File: src/rtl/zigzag_rle_encoder.sv
// zigzag_rle_encoder
//   Buffers one 8x8 block of quantized coefficients (raster order), then
//   walks it in JPEG zigzag order and emits (run, level) tokens followed by
//   an end-of-block token for the entropy coder.
//
//   Parameters:
//     COEF_W  width of a signed coefficient / token level
//     RUN_W   width of the zero-run count (>= 6)
//
//   Ports:
//     clk, rst_n                 clock, asynchronous active-low reset
//     in_valid/in_ready/in_coef  coefficient input stream (raster order)
//     out_valid/out_ready        token output handshake
//     out_run, out_level         zero run preceding level, signed level
//     out_eob                    token is end-of-block (run=0, level=0)
//     block_done                 one-cycle pulse after the EOB token is taken
//
//   Build option: define ZZ_PINGPONG_EN for a two-bank buffer so that loading
//   the next block overlaps the scan of the current one.
module zigzag_rle_encoder #(
  parameter int COEF_W = 12,
  parameter int RUN_W  = 6
) (
  input  logic              clk,
  input  logic              rst_n,
  input  logic              in_valid,
  output logic              in_ready,
  input  logic [COEF_W-1:0] in_coef,
  output logic              out_valid,
  input  logic              out_ready,
  output logic [RUN_W-1:0]  out_run,
  output logic [COEF_W-1:0] out_level,
  output logic              out_eob,
  output logic              block_done
);

`ifdef ZZ_PINGPONG_EN
  localparam int AW = 7;
`else
  localparam int AW = 6;
`endif

  // Zigzag ROM: entry i (LSB first) is the raster address of scan index i.
  localparam logic [383:0] ZZ_TABLE = {
    6'd63, 6'd62, 6'd55, 6'd47, 6'd54, 6'd61, 6'd60, 6'd53,
    6'd46, 6'd39, 6'd31, 6'd38, 6'd45, 6'd52, 6'd59, 6'd58,
    6'd51, 6'd44, 6'd37, 6'd30, 6'd23, 6'd15, 6'd22, 6'd29,
    6'd36, 6'd43, 6'd50, 6'd57, 6'd56, 6'd49, 6'd42, 6'd35,
    6'd28, 6'd21, 6'd14, 6'd7,  6'd6,  6'd13, 6'd20, 6'd27,
    6'd34, 6'd41, 6'd48, 6'd40, 6'd33, 6'd26, 6'd19, 6'd12,
    6'd5,  6'd4,  6'd11, 6'd18, 6'd25, 6'd32, 6'd24, 6'd17,
    6'd10, 6'd3,  6'd2,  6'd9,  6'd16, 6'd8,  6'd1,  6'd0
  };

  typedef enum logic [1:0] {S_LOAD, S_SCAN, S_EOB} state_t;

  state_t              r_state;
  logic [5:0]          r_wr_cnt;
  logic [5:0]          r_scan_idx;
  logic [5:0]          r_rd_idx;
  logic                r_rd_vld;
  logic [COEF_W-1:0]   r_rd_coef;
  logic [RUN_W-1:0]    r_run_cnt;
  logic                r_out_valid;
  logic [RUN_W-1:0]    r_out_run;
  logic [COEF_W-1:0]   r_out_level;
  logic                r_out_eob;
  logic                r_block_done;
  logic [COEF_W-1:0]   r_mem [0:(2**AW)-1];

  logic                w_wr_en;
  logic                w_wr_last;
  logic                w_out_free;
  logic                w_issue;
  logic                w_eob_acc;
  logic                w_bank_ready;
  logic [5:0]          w_zz;
  logic [AW-1:0]       w_wr_addr;
  logic [AW-1:0]       w_rd_addr;

  assign w_wr_en    = in_valid && in_ready;
  assign w_wr_last  = w_wr_en && (r_wr_cnt == 6'd63);
  assign w_out_free = !r_out_valid || out_ready;
  assign w_eob_acc  = r_out_valid && r_out_eob && out_ready;
  assign w_zz       = ZZ_TABLE[int'(r_scan_idx)*6 +: 6];
  // Stop issuing reads once index 63 sits in the read stage.
  assign w_issue    = (r_state == S_SCAN) && w_out_free &&
                      !(r_rd_vld && (r_rd_idx == 6'd63));

`ifdef ZZ_PINGPONG_EN
  logic [1:0] r_full;
  logic       r_wr_bank;
  logic       r_rd_bank;

  assign in_ready     = !r_full[r_wr_bank];
  assign w_wr_addr    = {r_wr_bank, r_wr_cnt};
  assign w_rd_addr    = {r_rd_bank, w_zz};
  assign w_bank_ready = r_full[r_rd_bank] || (w_wr_last && (r_wr_bank == r_rd_bank));

  always_ff @(posedge clk or negedge rst_n) begin
    if (!rst_n) begin
      r_full    <= 2'b00;
      r_wr_bank <= 1'b0;
      r_rd_bank <= 1'b0;
    end else begin
      if (w_eob_acc) begin
        r_full[r_rd_bank] <= 1'b0;
        r_rd_bank         <= ~r_rd_bank;
      end
      if (w_wr_last) begin
        r_full[r_wr_bank] <= 1'b1;
        r_wr_bank         <= ~r_wr_bank;
      end
    end
  end
`else
  logic r_full;

  assign in_ready     = !r_full;
  assign w_wr_addr    = r_wr_cnt;
  assign w_rd_addr    = w_zz;
  assign w_bank_ready = r_full || w_wr_last;

  always_ff @(posedge clk or negedge rst_n) begin
    if (!rst_n) begin
      r_full <= 1'b0;
    end else begin
      if (w_eob_acc) r_full <= 1'b0;
      if (w_wr_last) r_full <= 1'b1;
    end
  end
`endif

  // Coefficient storage with a registered read port (one-cycle read stage).
  always_ff @(posedge clk) begin
    if (w_wr_en) r_mem[w_wr_addr] <= in_coef;
    if (w_issue) r_rd_coef <= r_mem[w_rd_addr];
  end

  always_ff @(posedge clk or negedge rst_n) begin
    if (!rst_n) begin
      r_state      <= S_LOAD;
      r_wr_cnt     <= 6'd0;
      r_scan_idx   <= 6'd0;
      r_rd_idx     <= 6'd0;
      r_rd_vld     <= 1'b0;
      r_run_cnt    <= '0;
      r_out_valid  <= 1'b0;
      r_out_run    <= '0;
      r_out_level  <= '0;
      r_out_eob    <= 1'b0;
      r_block_done <= 1'b0;
    end else begin
      r_block_done <= 1'b0;
      if (w_wr_en) r_wr_cnt <= r_wr_cnt + 6'd1;

      case (r_state)
        S_LOAD: begin
          if (w_bank_ready) begin
            r_state    <= S_SCAN;
            r_scan_idx <= 6'd0;
            r_rd_vld   <= 1'b0;
            r_run_cnt  <= '0;
          end
        end

        S_SCAN: begin
          if (w_out_free) begin
            r_out_valid <= 1'b0;
            if (r_rd_vld) begin
              // DC is always emitted; AC zeros only extend the run.
              if ((r_rd_idx == 6'd0) || (r_rd_coef != '0)) begin
                r_out_valid <= 1'b1;
                r_out_run   <= r_run_cnt;
                r_out_level <= r_rd_coef;
                r_out_eob   <= 1'b0;
                r_run_cnt   <= '0;
              end else begin
                r_run_cnt <= r_run_cnt + RUN_W'(1);
              end
              // Trailing zeros are dropped: clear the run at the last index.
              if (r_rd_idx == 6'd63) begin
                r_state   <= S_EOB;
                r_run_cnt <= '0;
              end
            end
            if (w_issue) begin
              r_rd_vld   <= 1'b1;
              r_rd_idx   <= r_scan_idx;
              r_scan_idx <= r_scan_idx + 6'd1;
            end else begin
              r_rd_vld <= 1'b0;
            end
          end
        end

        S_EOB: begin
          if (w_eob_acc) begin
            r_out_valid  <= 1'b0;
            r_out_eob    <= 1'b0;
            r_block_done <= 1'b1;
            r_state      <= S_LOAD;
          end else if (w_out_free) begin
            r_out_valid <= 1'b1;
            r_out_run   <= '0;
            r_out_level <= '0;
            r_out_eob   <= 1'b1;
          end
        end

        default: r_state <= S_LOAD;
      endcase
    end
  end

  assign out_valid  = r_out_valid;
  assign out_run    = r_out_run;
  assign out_level  = r_out_level;
  assign out_eob    = r_out_eob;
  assign block_done = r_block_done;

endmodule

File: config.mk
export PLATFORM = sky130hd
export DESIGN_NAME = zigzag_rle_encoder
export DESIGN_NICKNAME = d
export VERILOG_FILES = /design/src/rtl/zigzag_rle_encoder.sv
export SDC_FILE = /design/constraint.sdc
export NUM_CORES = 1
export LEC_CHECK = 0
export BUFFER_PORTS_ARGS = -buffer_cell sky130_fd_sc_hd__clkbuf_2
export CORE_UTILIZATION = 35
export CTS_BUF_LIST = sky130_fd_sc_hd__clkbuf_2 sky130_fd_sc_hd__clkbuf_4 sky130_fd_sc_hd__clkbuf_8
export DETAILED_ROUTE_END_ITERATION = 10
export GPL_TIMING_DRIVEN = 0
export SLEW_MARGIN = 10
export SYNTH_ARGS = -nofsm -noshare
export SYNTH_HDL_FRONTEND = slang
export SYNTH_SLANG_ARGS = --single-unit
File: constraint.sdc
create_clock -name clk -period 4.23 [get_ports clk]
set_input_delay 0.2115 -clock clk [delete_from_list [all_inputs] [get_ports clk]]
set_output_delay 0.2115 -clock clk [all_outputs]
set_load 0.005 [all_outputs]
==> flow_summary.yaml <==
setup_path:
  critPathLaunchType: "register"
  crit_required_ps: 4800
  arrival_ps: 4800
  critical_path_class: "reg2reg"
  cp-end-kind: "register"
  crit_fanout: 10
floorplanning:
  start_util_pct: 35.44
  die_x_um: 312.9
  die_area_um2: 97890
  core_um2: 95440
  ioPinCount: 38
  die_y_um: 312.9
  rows: 113
sta:
  tightest_slew_ps: 1284
  hold_viol: 0
  slew_headroom_pct: 14.11
  setup_violations: 1
  finalCritPeriodShare_pct: 100.0
  fmax_mhz: 236.4
  fin_crit_ps: 4230
  fin_ws_ps: -0.4992
  final_max_slew_viol_count: 0
  skew_ps: 64.51
  finalSetupTns_ps: -0.4992
route:
  firstDrtPassIters: 5
  viasPerCell: 5.538
  wire_per_inst_um: 25.48
  num_vias: 21170
  drc: 0
  routed_wl_um: 97430
  detail_route.iter0.violations: 2415
  postRouteAntennaNets: 0
clock_tree:
  cts_htree_levels: 4
  root_buffer: "clkbuf_8"
  cts_buffers: 137
  clk_latency_ps: 810
  clk_pin_slew_ps: 60
  cts_tree: "built"
  clkSinkCount: 829
  clockBufferDepth: 3
synthesis:
  synth_cell_types: 79
  syn_inst: 2239
  avgSynthCellArea_um2: 15.11
  netlist_area_um2: 33830
  synth_edf_count: 780
  synth-async-reset-ratio_pct: 5.911
  synth_seq_cells: 829
  synth_fp_nets: 2272
  yosys_most_used_dff: "edfxtp_1"
  seq_area_frac_synth_pct: 72.87
  yosysWarnings: 0
global_route:
  grt_pass1_wl_um: 142200
  grt_max_degree: 65
  antenna_found_initial: 2
  groute.usage.overall_pct: 19.82
  grt_pass1_vias: 21130
  globalRouteOverflowTotal: 0
placement:
  placed_cells: 3550
  dp_hpwl_um: 65560
  place_congestion: 0.9218
  io_buffers: 37
  place_ws_ps: -1194
finish:
  drive_gt1_share_pct: 20.47
  syn2layout_area_growth_pct: 16.92
  finalNonFillerCells: 3823
  nets: 2477
hold_path:
  hold_path_class: "in2async"
job:
  maxCapViolCount: 0
outcome:
  status: "finished with violations"
  violations: "negative setup slack"
==> kinds of logic after synthesis <==
family	after synthesis	share of synthesized area (%)
compound gates	446	9.440
mux	122	5.238
buf+inv	174	2.641
flops	829	72.87
xor+xnor	4	0.1036
simple gates	647	9.081
fa+ha+maj	17	0.6288
==> sequential cells by signal, indices dropped and copies added (netlist names) <==
register    cells
r_rd_coef      12
r_full          1
out_level      12
out_run         6
out_valid       1
r_wr_cnt        6
r_scan_idx      6
out_eob         1
r_mem         768
r_run_cnt       6
r_rd_idx        6
block_done      1
r_rd_vld        1
r_state         2
==> critical path, stage by stage (launching register included) <==
cell,delay (ps)
dfrtp_2,470
buf_6,170
buf_8,140
buf_4,210
inv_4,80
ha_1,240
nand2b_1,170
o31a_1,140
mux4_2,620
nand3_2,220
clkbuf_4,300
a2111oi_0,120
a311oi_1,370
nand4_1,440
o32ai_2,310
==> cell type report <==
class                           instances  area (µm²)
Buffer                                157       924.6
Clock inverter                         73       464.2
Tap cell                             1265        1583
Clock buffer                          177        2205
Multi-Input combinational cell       1236        9031
Sequential cell                       829       24650
Inverter                               16       70.07
Timing Repair Buffer                   67       611.8
Fill cell                            8629       55890
Antenna cell                            3       7.507
==> final timing paths <==
kind	startpoint	to	slack, ps	cells after the start
max in group asynchronous	rst_n	r_scan_idx[2]	3700	2
max reg2reg	r_scan_idx[2]	r_rd_coef[3]	-0.5	14
max	r_scan_idx[2]	r_rd_coef[3]	-0.5	14
min	rst_n	out_run[3]	6	2
min reg2reg	r_rd_coef[5]	out_level[5]	490	1
min in group clk	in_valid	r_wr_cnt[0]	160	3
==> synth_stat cells (36+ instances only) <==
cell type | count | area share [%]
nor2_1 | 85 | 0.94
o21ai_0 | 81 | 1.2
and3_1 | 107 | 2.0
nand3_1 | 72 | 1.1
a21oi_1 | 56 | 0.83
edfxtp_1 | 780 | 69
mux2i_1 | 72 | 2.1
buf_2 | 36 | 0.53
nand2_1 | 276 | 3.1
a211oi_1 | 91 | 2.0
clkbuf_1 | 89 | 0.99
dfrtp_1 | 49 | 3.6
a31oi_1 | 36 | 0.67
==> cell usage in the layout (no fill, tap or decap), types with 61 or more instances in the layout <==
cell      instances
a211oi_1         91
clkbuf_8        140
nand3_1          69
mux2i_1          71
clkbuf_4         61
edfxtp_1        780
o21ai_0          68
and3_1          107
nand2_1         275
nor2_1           72
==> routing by layer <==
layer  part of all wire [%]  wire (µm)  global-route usage [%]  vias to the layer above
met2                     46      44940                   31.07                      988
met5                  0.012         12                       0                        -
met3                    8.7       8511                   4.367                      166
li1                       -          -                       -                     9262
met1                     42      41040                   26.97                    10760
met4                    3.0       2924                   7.417                        2
==> stage by stage <==
step	utilization [%]	instance area, µm²	hold WS (ps)
detailed placement	37.53	35820	485.2
finish	41.44	39550	6.009
global placement	37.30	35590	481.1
global route	41.44	39540	47.10
floorplan	-	33830	-84.09
CTS	41.19	39310	56.97
==> what timing repair did <==
item | 4_1_cts | 5_1_grt
endpoints found under the hold margin | 283 | 0
setup endpoints to repair | 12 | 11
gates resized for setup | 142 | 58
hold buffers | 11 | 0
pin swaps | 18 | 22
setup buffers | 7 | 1
Power is not shown: default switching activity piles up to over one toggle a cycle in this logic, so the estimate is an artifact.
